$ cat config.mk
export PLATFORM = sky130hd
export DESIGN_NAME = instr_encoder_flat
export DESIGN_NICKNAME = d
export VERILOG_FILES = /design/src/rtl/instr_encoder_if.sv /design/src/rtl/instr_encoder.sv /design/src/flat_wrapper.sv
export SDC_FILE = /design/constraint.sdc
export NUM_CORES = 1
export LEC_CHECK = 0
export CAP_MARGIN = 30
export CORE_ASPECT_RATIO = 0.9
export CORE_MARGIN = 3
export CORE_UTILIZATION = 55
export CTS_BUF_LIST = sky130_fd_sc_hd__clkbuf_4 sky130_fd_sc_hd__clkbuf_8
export DETAILED_ROUTE_END_ITERATION = 12
export PLACE_DENSITY = 0.8
export REMOVE_ABC_BUFFERS = 1
export SLEW_MARGIN = 20
export SYNTH_ARGS = -nofsm -noshare
export SYNTH_HDL_FRONTEND = slang
export SYNTH_SLANG_ARGS = --single-unit
$ cat constraint.sdc
create_clock -name clk -period 8.14 [get_ports clk]
set_input_delay 1.628 -clock clk [delete_from_list [all_inputs] [get_ports clk]]
set_output_delay 1.628 -clock clk [all_outputs]
set_load 0.005 [all_outputs]
$ cat src/rtl/instr_encoder_if.sv
// instr_encoder_if: field-bundle input and encoded-word output handshakes.
// master = producer/consumer side, slave = encoder side.
interface instr_encoder_if #(
  parameter int CNT_W = 16
);
  logic             in_valid;
  logic             in_ready;
  logic [2:0]       in_fmt;
  logic [6:0]       in_opcode;
  logic [2:0]       in_funct3;
  logic [6:0]       in_funct7;
  logic [4:0]       in_rd;
  logic [4:0]       in_rs1;
  logic [4:0]       in_rs2;
  logic [31:0]      in_imm;
  logic             out_valid;
  logic             out_ready;
  logic [31:0]      out_instr;
  logic             out_err;
  logic [CNT_W-1:0] enc_count;

  modport master (
    output in_valid, in_fmt, in_opcode,
    output in_funct3, in_funct7,
    output in_rd, in_rs1, in_rs2, in_imm,
    output out_ready,
    input  in_ready, out_valid,
    input  out_instr, out_err, enc_count
  );

  modport slave (
    input  in_valid, in_fmt, in_opcode,
    input  in_funct3, in_funct7,
    input  in_rd, in_rs1, in_rs2, in_imm,
    input  out_ready,
    output in_ready, out_valid,
    output out_instr, out_err, enc_count
  );
endinterface

$ cat src/rtl/instr_encoder.sv
// instr_encoder: packs decoded RV32I fields into words behind an output FIFO.
// Define IMM_CHECK_EN to flag out-of-range immediates in out_err.
module instr_encoder #(
  parameter int FIFO_DEPTH = 4,
  parameter int CNT_W      = 16
) (
  input logic            clk,
  input logic            rst,
  instr_encoder_if.slave bus
);
  localparam int PW = (FIFO_DEPTH > 1) ?
    $clog2(FIFO_DEPTH) : 1;
  localparam logic [PW:0] OCC_FULL =
    (PW+1)'(FIFO_DEPTH);

  typedef enum logic [2:0] {
    FMT_R = 3'd0,
    FMT_I = 3'd1,
    FMT_S = 3'd2,
    FMT_B = 3'd3,
    FMT_U = 3'd4,
    FMT_J = 3'd5
  } fmt_e;

  logic [6:0]  op;
  logic [2:0]  f3;
  logic [6:0]  f7;
  logic [4:0]  rd;
  logic [4:0]  rs1;
  logic [4:0]  rs2;
  logic [31:0] imm;

  assign op  = bus.in_opcode;
  assign f3  = bus.in_funct3;
  assign f7  = bus.in_funct7;
  assign rd  = bus.in_rd;
  assign rs1 = bus.in_rs1;
  assign rs2 = bus.in_rs2;
  assign imm = bus.in_imm;

  logic is_r, is_i, is_s;
  logic is_b, is_u, is_j;

  assign is_r = (bus.in_fmt == FMT_R);
  assign is_i = (bus.in_fmt == FMT_I);
  assign is_s = (bus.in_fmt == FMT_S);
  assign is_b = (bus.in_fmt == FMT_B);
  assign is_u = (bus.in_fmt == FMT_U);
  assign is_j = (bus.in_fmt == FMT_J);

  logic [31:0] word;
  logic        fmt_bad;
  logic        imm_bad;
  logic        enc_err;

  // illegal formats fall through to the canonical NOP
  always_comb begin
    word    = 32'h0000_0013;
    fmt_bad = 1'b0;
    unique case (1'b1)
      is_r: word = {f7, rs2, rs1, f3, rd, op};
      is_i: word = {imm[11:0], rs1, f3, rd, op};
      is_s: word = {imm[11:5], rs2, rs1, f3,
                    imm[4:0], op};
      is_b: word = {imm[12], imm[10:5], rs2, rs1,
                    f3, imm[4:1], imm[11], op};
      is_u: word = {imm[31:12], rd, op};
      is_j: word = {imm[20], imm[10:1], imm[11],
                    imm[19:12], rd, op};
      default: fmt_bad = 1'b1;
    endcase
  end

`ifdef IMM_CHECK_EN
  logic sx11, sx12, sx20;

  assign sx11 = (&imm[31:11]) | ~(|imm[31:11]);
  assign sx12 = (&imm[31:12]) | ~(|imm[31:12]);
  assign sx20 = (&imm[31:20]) | ~(|imm[31:20]);

  always_comb begin
    imm_bad = 1'b0;
    unique case (1'b1)
      is_i, is_s: imm_bad = !sx11;
      is_b:       imm_bad = !sx12 || imm[0];
      is_j:       imm_bad = !sx20 || imm[0];
      is_u:       imm_bad = |imm[11:0];
      default:    imm_bad = 1'b0;
    endcase
  end
`else
  logic unused_imm0;

  assign unused_imm0 = imm[0];
  assign imm_bad     = 1'b0;
`endif

  assign enc_err = fmt_bad | imm_bad;

  logic [32:0]      mem_q [FIFO_DEPTH];
  logic [32:0]      mem_d [FIFO_DEPTH];
  logic [PW-1:0]    wr_ptr_q, wr_ptr_d;
  logic [PW-1:0]    rd_ptr_q, rd_ptr_d;
  logic [PW:0]      occ_q, occ_d;
  logic [32:0]      last_q, last_d;
  logic [CNT_W-1:0] enc_cnt_q, enc_cnt_d;
  logic             push, pop;
  logic             full, empty;
  logic [32:0]      head;

  assign full  = (occ_q == OCC_FULL);
  assign empty = (occ_q == '0);
  assign push  = bus.in_valid && !full;
  assign pop   = !empty && bus.out_ready;
  assign head  = mem_q[rd_ptr_q];

  always_comb begin
    mem_d     = mem_q;
    wr_ptr_d  = wr_ptr_q;
    rd_ptr_d  = rd_ptr_q;
    occ_d     = occ_q;
    last_d    = last_q;
    enc_cnt_d = enc_cnt_q;
    if (push) begin
      mem_d[wr_ptr_q] = {enc_err, word};
      wr_ptr_d        = wr_ptr_q + 1'b1;
      enc_cnt_d       = enc_cnt_q + 1'b1;
    end
    if (pop) begin
      rd_ptr_d = rd_ptr_q + 1'b1;
      last_d   = head;
    end
    unique case ({push, pop})
      2'b10:   occ_d = occ_q + 1'b1;
      2'b01:   occ_d = occ_q - 1'b1;
      default: occ_d = occ_q;
    endcase
  end

  always_ff @(posedge clk or posedge rst) begin
    if (rst) begin
      for (int i = 0; i < FIFO_DEPTH; i++) begin
        mem_q[i] <= '0;
      end
      wr_ptr_q  <= '0;
      rd_ptr_q  <= '0;
      occ_q     <= '0;
      last_q    <= '0;
      enc_cnt_q <= '0;
    end else begin
      mem_q     <= mem_d;
      wr_ptr_q  <= wr_ptr_d;
      rd_ptr_q  <= rd_ptr_d;
      occ_q     <= occ_d;
      last_q    <= last_d;
      enc_cnt_q <= enc_cnt_d;
    end
  end

  // once drained, the last popped entry stays visible
  assign bus.in_ready  = !full;
  assign bus.out_valid = !empty;
  assign bus.out_instr = empty ? last_q[31:0] : head[31:0];
  assign bus.out_err   = empty ? last_q[32] : head[32];
  assign bus.enc_count = enc_cnt_q;
endmodule

$ cat src/flat_wrapper.sv
// flat-port wrapper written by rule: the top's interface ports become plain ports
module instr_encoder_flat 
#(
  parameter int FIFO_DEPTH = 4,
  parameter int CNT_W      = 16
)
  (clk, rst, bus_in_valid, bus_in_fmt, bus_in_opcode, bus_in_funct3, bus_in_funct7, bus_in_rd, bus_in_rs1, bus_in_rs2, bus_in_imm, bus_out_ready, bus_in_ready, bus_out_valid, bus_out_instr, bus_out_err, bus_enc_count);
  instr_encoder_if #(.CNT_W(CNT_W)) bus_i ();
  input logic clk;
  input logic rst;
  input wire logic [$bits(bus_i.in_valid)-1:0] bus_in_valid;
  input wire logic [$bits(bus_i.in_fmt)-1:0] bus_in_fmt;
  input wire logic [$bits(bus_i.in_opcode)-1:0] bus_in_opcode;
  input wire logic [$bits(bus_i.in_funct3)-1:0] bus_in_funct3;
  input wire logic [$bits(bus_i.in_funct7)-1:0] bus_in_funct7;
  input wire logic [$bits(bus_i.in_rd)-1:0] bus_in_rd;
  input wire logic [$bits(bus_i.in_rs1)-1:0] bus_in_rs1;
  input wire logic [$bits(bus_i.in_rs2)-1:0] bus_in_rs2;
  input wire logic [$bits(bus_i.in_imm)-1:0] bus_in_imm;
  input wire logic [$bits(bus_i.out_ready)-1:0] bus_out_ready;
  output wire logic [$bits(bus_i.in_ready)-1:0] bus_in_ready;
  output wire logic [$bits(bus_i.out_valid)-1:0] bus_out_valid;
  output wire logic [$bits(bus_i.out_instr)-1:0] bus_out_instr;
  output wire logic [$bits(bus_i.out_err)-1:0] bus_out_err;
  output wire logic [$bits(bus_i.enc_count)-1:0] bus_enc_count;
  assign bus_i.in_valid = bus_in_valid;
  assign bus_i.in_fmt = bus_in_fmt;
  assign bus_i.in_opcode = bus_in_opcode;
  assign bus_i.in_funct3 = bus_in_funct3;
  assign bus_i.in_funct7 = bus_in_funct7;
  assign bus_i.in_rd = bus_in_rd;
  assign bus_i.in_rs1 = bus_in_rs1;
  assign bus_i.in_rs2 = bus_in_rs2;
  assign bus_i.in_imm = bus_in_imm;
  assign bus_i.out_ready = bus_out_ready;
  assign bus_in_ready = bus_i.in_ready;
  assign bus_out_valid = bus_i.out_valid;
  assign bus_out_instr = bus_i.out_instr;
  assign bus_out_err = bus_i.out_err;
  assign bus_enc_count = bus_i.enc_count;
  instr_encoder #(.FIFO_DEPTH(FIFO_DEPTH), .CNT_W(CNT_W)) u_core (.clk(clk), .rst(rst), .bus(bus_i));
endmodule
Word level (Yosys, flattened, before mapping)

Cells that the tools add are included.

Add/sub/neg operators: 5
$lt $le $gt $ge: 3
Equal/unequal tests: 8
Mux-type cells: 11
Bitwise operators: 2
Reductions and logical operators: 9

Operators with widths:

| kind                    | count |
|---|---|
| $pmux W32 S6            | 1 |
| $bwmux W132             | 1 |
| $mux W33                | 3 |
| $bmux W33 S2            | 1 |
| $demux W33 S2           | 1 |
| $mux W32                | 1 |
| $add A16 B1 Y16 const B | 1 |
| $eq A3 B3 Y1 const B    | 3 |
| $eq A3 B2 Y1 const B    | 2 |
| $ge A3 B3 Y1 const B    | 2 |
| $logic_not A3 Y1        | 2 |
| $not A2 Y3              | 2 |
| $pmux W3 S2             | 1 |
| $reduce_or A6 Y1        | 1 |
| $add A2 B1 Y2 const B   | 2 |
| $add A3 B1 Y3 const B   | 1 |
| $eq A3 B1 Y1 const B    | 1 |
| $logic_and A1 B1 Y1     | 3 |
| $lt A3 B1 Y1 const B    | 1 |
| $sub A3 B1 Y3 const B   | 1 |
| $eq A2 B1 Y1 const B    | 1 |
| $eq A2 B2 Y1 const B    | 1 |
| $logic_not A1 Y1        | 2 |
| $mux W1                 | 2 |
| $reduce_bool A2 Y1      | 1 |

Register bits after elaboration: 188
Input bits: 71
Logic and storage cells: 47

Longest topological paths before layout

Gate-level depths: netlist of run 1.

Word-level depth: 6
Gate-level depth with buffers: 11
Gate-level depth less buffers: 10

Worst setup path before layout of run 1

No wires, ideal clock.

Path type: register to output
From: register u_core.rd_ptr_q[1]
To: output port bus_out_instr[12]
Data arrival time: 1.604 ns
Path slack: 4.908 ns
Cell stages (with the launch flop): 5
Path buffers: 2
Path through: dfrtp_1 -> buf_2 -> buf_2 -> mux4_2 -> mux2_2

Longest elaborated chain between the ends: 5

RTL lines:

| what                                        | line                 | text |
|---|---|---|
| from (decl)                                 | instr_encoder.sv:103 | `logic [PW-1:0] rd_ptr_q, rd_ptr_d;` |
| from (signal assigned)                      | instr_encoder.sv:153 | `rd_ptr_q <= rd_ptr_d;` |
| $not A2 Y3 (not written as such)            | instr_encoder.sv:115 | `assign head = mem_q[rd_ptr_q];` |
| $bmux W33 S2                                | instr_encoder.sv:115 |  |
| $mux W33 (not written as such) (2 in a row) | instr_encoder.sv:115 |  |
| $mux W32                                    | instr_encoder.sv:163 | `assign bus.out_instr = empty ? last_q[31:0] : head[31:0];` |
| to (decl)                                   | flat_wrapper.sv:23   | `output wire logic [$bits(bus_i.out_instr)-1:0] bus_out_instr;` |

Every way passes these cells. The select of a mux whose other input is x is not followed.

Worst setup path in the final report of run 1

From: register u_core.rd_ptr_q[1]
To: output port bus_out_instr[25]

The elaborated chain is that of the path after synthesis.

==> results of run 1 <==
-- path summary, 6_finish.rpt --
| path | startpoint | end | slack (ps) | cells past startpoint |
|---|---|---|---|---|
| setup / recovery | u_core.rd_ptr_q[1] | bus_out_instr[25] | 3590 | 4 |
| hold / removal | u_core.bus.enc_count[15] | u_core.bus.enc_count[15] | 470 | 1 |
| setup reg to reg | u_core.occ_q[0] | u_core.occ_q[2] | 4990 | 8 |
| hold reg to reg | u_core.bus.enc_count[15] | u_core.bus.enc_count[15] | 470 | 1 |
| max in group asynchronous | rst | u_core.bus.enc_count[2] | 5130 | 4 |
| min in group asynchronous | rst | u_core.mem_q[51] | 1720 | 2 |
-- final cells by class --
class | count | area (sq um)
Clock buffer | 26 | 345
Sequential cell | 188 | 4710
Clock inverter | 6 | 82.6
Fill cell | 1047 | 4640
Tap cell | 198 | 248
Multi-Input combinational cell | 494 | 3640
Inverter | 9 | 38.8
Timing Repair Buffer | 131 | 1330
-- power breakdown --
| group | switching, uW | internal, uW |
|---|---|---|
| sequential | 256 | 1330 |
| combinational | 711 | 953 |
| clock | 308 | 336 |
-- routing by layer --
| metal | wire length [microns] | vias to the layer above | global-route usage [%] |
|---|---|---|---|
| li1 | - | 2810 | - |
| met1 | 7900 | 3075 | 31.0 |
| met2 | 9700 | 186 | 39.2 |
| met3 | 1230 | 19 | 5.57 |
| met4 | 229 | 0 | 7.38 |
| met5 | 0 | - | 0 |
-- registers in the layout, summed over array words and instances (netlist names) --
| signal | flops |
|---|---|
| u_core.last_q | 33 |
| u_core.wr_ptr_q | 2 |
| u_core.rd_ptr_q | 2 |
| u_core.occ_q | 3 |
| u_core.bus.enc_count | 16 |
| u_core.mem_q | 132 |
-- synth_stat cells (all sizes together) (2+ instances only) --
library cell	number
a21oi	12
a22o	4
a22oi	23
and2	4
and4	2
buf	37
clkbuf	17
dfrtp	188
ha	6
inv	9
mux2	69
mux2i	3
mux4	34
nand2	145
nand3	7
nand4	5
nor2	3
nor2b	10
nor3	2
o21ai	133
o22a	6
xnor2	14
xor2	7
-- worst max-delay path, cell delays in order, from the launching register on --
cell             delay [ps]
dfrtp_2                 600
buf_4                   500
mux4_2                  590
mux2_2                  310
clkdlybuf4s50_1         450
-- cell families (layout without fill, tap and decap cells) --
logic type / count (synthesis) / in the layout / share of synthesized area, %
AO/OA/AOI/OAI: 178 / 178 / 11.4
XOR/XNOR: 21 / 21 / 2.13
buffers and inverters: 63 / 172 / 3.51
multiplexers: 106 / 106 / 18.4
adder cells (fa/ha/maj): 7 / 7 / 1.10
flip-flops: 188 / 188 / 54.5
AND/OR/NAND/NOR: 182 / 182 / 8.91
-- metrics by stage --
step | setup slack [ps] | utilization, % | cell area [sq um] | cells | hold WS (ps)
finish | 3590 | 69.1 | 10400 | 1052 | 473
global route | 3390 | 69.1 | 10400 | 1052 | 500
CTS | 3500 | 68.9 | 10400 | 1051 | 478
detailed placement | 4050 | 66.1 | 9930 | 1019 | 465
global placement | 4050 | 65.9 | 9900 | 1018 | 455
floorplan | 1400 | - | 8360 | 691 | 445
-- placed cells by master (no fill, tap or decap), types with 7 or more instances in the layout --
cell type	Yosys	final
mux2_2	66	66
a22oi_1	23	23
nor2b_1	10	10
o21ai_0	133	133
clkdlybuf4s50_1	0	121
buf_4	2	8
inv_1	9	8
xnor2_1	14	14
mux4_2	34	34
xor2_1	7	7
clkbuf_8	0	24
nand2_1	145	145
dfrtp_1	188	186
a21oi_1	12	12
==> impl_metrics.json, run 1 <==
{
  "period_share_pct": 56.0,
  "status": "complete, no violations",
  "cts_resized": 0,
  "die_h_microns": 125,
  "synthCells": 745,
  "p_per_area_nw_per_um2": 375,
  "cts_buffers": 17,
  "clock_skew_ps": 11.1,
  "tightest_slew_ps": 966,
  "drive_above_1_share_pct": 18.0,
  "die_x_microns": 138,
  "worstPathMaxFanout": 23,
  "setup_tns_ps": 0,
  "ir_drop_v": 0.000255,
  "slew_headroom_pct": 35.6,
  "synth_seq_area_share_pct": 54.5,
  "totalPowerFinal_uw": 3890,
  "syn_to_final_growth_pct": 20.4,
  "grt_max_degree": 99,
  "drt_wl_total_microns": 19100,
  "dr_total_vias": 6090,
  "dr.pass1.iters": 5,
  "viasPerCell": 5.79,
  "io_pins": 122,
  "htreeDepth": 4,
  "yosysWarnings": 0,
  "port_buffers": 121,
  "power_leakage_uw": 0.00457,
  "dp.final_hpwl_microns": 12300,
  "fin_nets": 919,
  "place_congestion": 0.790,
  "slew_viol_final": 0,
  "crit_type": "reg2out",
  "synth_edf_count": 0,
  "rsz0062_at_grt": "false",
  "maxCapViolCount": 0,
  "synthTopCellsByArea": "dfrtp_1 55%, mux4_2 8.9%, mux2_2 8.6%",
  "synth_top_area_share_pct": 54.5,
  "grt_pass1_vias": 6466,
  "synth_cell_type_count": 33,
  "post_cts_buffers": 0,
  "overflow": 0,
  "synth_top_cell_by_area": "dfrtp_1",
  "hold_viol": 0,
  "ys.flop_type": "dfrtp_1",
  "crit_path_start_kind": "flop",
  "antenna_found_initial": 0,
  "avgSynthCellArea_sq_um": 11.6,
  "cts_tree": "yes",
  "crit_path_end_kind": "output port",
  "post-route-drc-count": 0,
  "synthesis.area_sq_um": 8620,
  "num_antenna_cells": 0,
  "crit_arrival_ps": 2930,
  "cts_hold_buffers": 0,
  "cts.sinks": 188,
  "post_drt_wl_per_cell_microns": 18.1,
  "num_rows": 42,
  "ys_seq_elements": 188,
  "core_sq_um": 15000,
  "setup_violations": 0,
  "die_area_sq_um": 17200,
  "finalCriticalPeriod_ps": 4550,
  "clk_latency_ps": 470,
  "clkSlewWorstSetupHoldPaths_ps": 90,
  "grt_usage_pct": 23.7,
  "drt_iter0_drc": 401,
  "grt_pass1_wl_microns": 31800,
  "start_util_pct": 57.4,
  "antenna_left": 0,
  "clockRootBuffer": "clkbuf_8",
  "synth_async_sr_flop_share_pct": 100,
  "hp-class": "reg2reg",
  "fmax_mhz": 220,
  "cts_buffer_depth": 2,
  "cp.required_ps": 6510
}
Power figures use the tool's default switching activity.
==> run 2, diff against run 1 <==
CORE_UTILIZATION = 51   (was 55)
PLACE_DENSITY = 0.78   (was 0.8)
clock period = 3.9 ns   (was 8.14 ns; I/O delays follow)
==> impl_metrics.json, run 2 (synthesized netlist as in run 1, its figures left out) <==
{
  "status": "complete, no violations",
  "antenna_found_initial": 0,
  "cts_hold_buffers": 0,
  "finalCriticalPeriod_ps": 3520,
  "drt_wl_total_microns": 18600,
  "viasPerCell": 5.58,
  "tightest_slew_ps": 961,
  "post-route-drc-count": 0,
  "utilization_pct": 63.6,
  "p_seq_share_pct": 41.5,
  "place_congestion": 0.773,
  "p_comb_share_pct": 42.7,
  "r2r_cells": 10,
  "dp_cells": 1036,
  "clockRootBuffer": "clkbuf_8",
  "met3_length_microns": 888,
  "crit_path_end_kind": "output port",
  "maxCapViolCount": 0,
  "fin_nets": 926,
  "dp.final_hpwl_microns": 12600,
  "syn_to_final_growth_pct": 20.5,
  "hold_viol": 0,
  "crit_arrival_ps": 2740,
  "clk_latency_ps": 470,
  "core_sq_um": 16400,
  "crit_type": "reg2out",
  "crit_path_start_kind": "flop",
  "clkPwrFrac_pct": 15.8,
  "largest-register": "u_core.mem_q",
  "largest_reg_flops": 132,
  "met1_length_microns": 8980,
  "slew_headroom_pct": 35.9,
  "die_area_sq_um": 18500,
  "die_x_microns": 143,
  "wl_met2_microns": 8540,
  "post_drt_wl_per_cell_microns": 17.4,
  "post_cts_buffers": 0,
  "clkSlewWorstSetupHoldPaths_ps": 90,
  "hp-class": "reg2reg",
  "grt_pass1_vias": 5931,
  "cp.required_ps": 3120,
  "power_leakage_uw": 0.00458,
  "cts.sinks": 188,
  "ir_drop_v": 0.000321,
  "setup_violations": 0,
  "netSwitchingFraction_pct": 32.7,
  "fin_cells": 1068,
  "final_cell_mix": "186 x dfrtp_1, 145 x nand2_1, 133 x o21ai_0, 121 x clkdlybuf4s50_1, 66 x mux2_2",
  "p_per_area_nw_per_um2": 768,
  "clock_skew_ps": 9.06,
  "grt_usage_pct": 21.1,
  "die_h_microns": 129,
  "top_layer_used": "met4",
  "port_buffers": 121,
  "cts_buffers": 17,
  "drt_iter0_drc": 313,
  "fmax_mhz": 284,
  "drive_above_1_share_pct": 18.7,
  "mostFrequentLayoutCell": "dfrtp_1",
  "overflow": 0,
  "num_antenna_cells": 0,
  "dr.pass1.iters": 5,
  "worstPathMaxFanout": 15,
  "whs_path_depth": 2,
  "switching_power_uw": 2610,
  "rsz0062_at_grt": "false",
  "antenna_left": 0,
  "cts_buffer_depth": 2,
  "num_rows": 44,
  "grt_max_degree": 107,
  "io_pins": 122,
  "p_int_uw": 5370,
  "dr_total_vias": 5961,
  "cts_resized": 0,
  "start_util_pct": 52.7,
  "slew_viol_final": 0,
  "grt_pass1_wl_microns": 30500,
  "period_share_pct": 90.1,
  "htreeDepth": 4,
  "cts_tree": "yes"
}
==> run 2: metrics by stage <==
stage / hold WS, ps / TNS, ps / setup slack, ps / area [sq um] / total power, uW
6_report: 478 / 0 / 385 / 10400 / 7980
4_1_cts: 485 / 0 / 329 / 10400 / 8060
3_3_place_gp: 457 / 0 / 891 / 10000 / 6660
3_5_place_dp: 464 / 0 / 867 / 10000 / 6790
5_1_grt: 505 / 0 / 268 / 10400 / 8580
2_1_floorplan: 445 / -374830 / -1990 / 8360 / 5290
==> run 2: per-layer routing <==
| layer | global-route usage [%] | vias up |
|---|---|---|
| li1 | - | 2824 |
| met1 | 30.3 | 2985 |
| met2 | 33.0 | 139 |
| met3 | 4.91 | 13 |
| met4 | 5.37 | 0 |
| met5 | 0 | - |
==> run 2: worst max-delay path: stages, from the launching register on <==
cell and delay (ps):
dfrtp_2 720, buf_12 250, mux4_2 530, mux2_2 300, clkdlybuf4s50_1 460
==> run 2: cell type report <==
type	instances	area, sq um
fill	1283	5960
sequential	188	4710
multi-input combinational	494	3640
timing repair buffer	138	1360
clock buffer	20	263
tap	207	259
clock inverter	12	121
inverter	9	41.3
==> run 2: path summary, 6_finish.rpt <==
| path | startpoint | endpoint | slack, ps |
|---|---|---|---|
| min reg2reg | u_core.mem_q[63] | u_core.mem_q[63] | 480 |
| max in group asynchronous | rst | u_core.mem_q[111] | 2250 |
| min | u_core.mem_q[63] | u_core.mem_q[63] | 480 |
| max reg2reg | u_core.occ_q[0] | u_core.occ_q[2] | 1240 |
| min in group asynchronous | rst | u_core.bus.enc_count[3] | 840 |
| max | u_core.rd_ptr_q[1] | bus_out_instr[12] | 380 |
==> run 2: power groups by stage <==
| stage | sequential, uW | clock [uW] | combinational [uW] |
|---|---|---|---|
| after floorplan | 3230 | 0 | 2060 |
| after global placement | 3310 | 0 | 3340 |
| after detailed placement | 3340 | 0 | 3440 |
| after CTS | 3320 | 1290 | 3460 |
| after global routing | 3430 | 1360 | 3790 |
| final | 3310 | 1260 | 3410 |
==> run 3, diff against run 2 <==
CORE_UTILIZATION = 25   (was 51)
PLACE_DENSITY = not set   (was 0.78)
==> impl_metrics.json, run 3 (synthesized netlist as in run 1, its figures left out) <==
{
  "fmax_mhz": 289,
  "clockRootBuffer": "clkbuf_8",
  "grt_pass1_vias": 6147,
  "grt_pass1_wl_microns": 34800,
  "num_antenna_cells": 0,
  "mostFrequentLayoutCell": "dfrtp_1",
  "cp_cell_sequence": "or3_2, buf_16, mux2_2, clkdlybuf4s50_1",
  "largest_reg_flops": 132,
  "post_drt_wl_per_cell_microns": 16.4,
  "cp_slowest_cell": "or3_2",
  "crit_path_end_kind": "output port",
  "dp.final_hpwl_microns": 14500,
  "utilization_pct": 32.1,
  "fin_nets": 926,
  "use_met2_pct": 19.8,
  "antenna_left": 0,
  "final_cell_mix": "186 x dfrtp_1, 145 x nand2_1, 133 x o21ai_0, 121 x clkdlybuf4s50_1, 66 x mux2_2",
  "largest-register": "u_core.mem_q",
  "crit_path_start_kind": "flop",
  "rsz0062_at_grt": "false",
  "fillers": 3424,
  "hold_ws_ps": 477,
  "netSwitchingFraction_pct": 34.1,
  "cts_buffer_depth": 2,
  "slew_headroom_pct": 50.9,
  "dr_total_vias": 5838,
  "cts_hold_buffers": 0,
  "setup_violations": 0,
  "totalPowerFinal_uw": 8130,
  "met3_usage_pct": 2.23,
  "period_share_pct": 88.6,
  "cts.sinks": 188,
  "ir_drop_v": 0.000310,
  "die_area_sq_um": 36800,
  "dr.pass1.iters": 7,
  "drt_wl_total_microns": 21600,
  "drt_iter0_drc": 231,
  "slew_viol_final": 0,
  "power_leakage_uw": 0.00458,
  "num_rows": 63,
  "cp.required_ps": 3120,
  "io_pins": 122,
  "worstPathMaxFanout": 20,
  "clock_skew_ps": 21.7,
  "status": "complete, no violations",
  "fin_area_sq_um": 10800,
  "crit_type": "reg2out",
  "cts_tree": "yes",
  "hp-class": "reg2reg",
  "viasPerCell": 4.44,
  "p_per_area_nw_per_um2": 756,
  "port_buffers": 121,
  "switching_power_uw": 2770,
  "tightest_slew_ps": 735,
  "overflow": 0,
  "start_util_pct": 25.7,
  "clkPwrFrac_pct": 16.6,
  "busiest_layer": "met2",
  "die_h_microns": 182,
  "core_sq_um": 33500,
  "p_int_uw": 5360,
  "cts_buffers": 17,
  "fin_cells": 1316,
  "post-route-drc-count": 0,
  "rrSetupSlack_ps": 1200,
  "antenna_found_initial": 0,
  "cts_resized": 0,
  "die_x_microns": 202,
  "slowest_delay_ps": 770,
  "grt_usage_pct": 12.1,
  "postPlaceCellArea_sq_um": 10400,
  "post_cts_buffers": 0,
  "clkSlewWorstSetupHoldPaths_ps": 110,
  "htreeDepth": 4,
  "maxCapViolCount": 0,
  "p_seq_share_pct": 39.5,
  "dp_cells": 1284,
  "drive_above_1_share_pct": 18.7,
  "finalCriticalPeriod_ps": 3460,
  "hold_viol": 0,
  "groute.layer.met1.usage_pct": 16.5,
  "syn_to_final_growth_pct": 24.6,
  "clk_latency_ps": 470,
  "grt_max_degree": 67,
  "crit_arrival_ps": 2680,
  "p_comb_share_pct": 43.9,
  "place_congestion": 0.746
}
[run 3: cell count changes in the layout (fill, tap and decap cells not counted)]
| cell | change |
|---|---|
| bufinv_16 | -1 |
| clkbuf_4 | -1 |
| clkbuf_8 | +1 |
| buf_4 | -2 |
| clkinv_2 | -6 |
| buf_12 | +1 |
| clkinvlp_4 | +1 |
| buf_16 | +1 |
| inv_6 | +2 |
| inv_8 | +3 |
| clkinv_4 | +1 |
[run 3: path summary, 6_finish.rpt]
kind                                           from                        to  cells after the start
max reg2reg                         u_core.occ_q[0]           u_core.occ_q[2]                      9
min in group asynchronous                       rst  u_core.bus.enc_count[15]                      2
min                        u_core.bus.enc_count[15]  u_core.bus.enc_count[15]                      1
max                                 u_core.occ_q[0]         bus_out_instr[12]                      4
max in group asynchronous                       rst        u_core.rd_ptr_q[0]                      3
min reg2reg                u_core.bus.enc_count[15]  u_core.bus.enc_count[15]                      1
[run 3: power groups by stage]
stage	combinational, uW	sequential [uW]	clock (uW)
5_1_grt	3980	3320	1480
3_3_place_gp	3560	3220	0
6_report	3570	3210	1350
4_1_cts	3660	3210	1400
2_1_floorplan	2060	3230	0
3_5_place_dp	3650	3250	0
[run 3: per-stage QoR]
| stage | TNS (ps) | setup slack [ps] |
|---|---|---|
| CTS | 0 | 371 |
| global route | 0 | 307 |
| detailed placement | 0 | 851 |
| global placement | 0 | 860 |
| finish | 0 | 444 |
| floorplan | -374830 | -1990 |
[run 3: layer usage]
metal,share of wire [%],vias up
met2,48,104
met3,2.7,12
li1,-,2835
met4,0.96,0
met1,49,2887
met5,0,-
[run 3: layout make-up]
class	count	area [sq um]	share of cell area (%)
well taps	455	569	5.30
clock inverters	12	129	1.20
multi-input cells	494	3640	33.8
repair buffers	138	1400	13.0
flip-flops and latches	188	4710	43.8
clock buffers	20	269	2.50
inverters	9	41.3	0.384
[run 3: worst max-delay path: cells and delay by family (launching register included)]
family,cells,cell delay (ps)
buffers and inverters,2,760
DFF,1,420
muxes,1,240
and+or+nand+nor,1,770
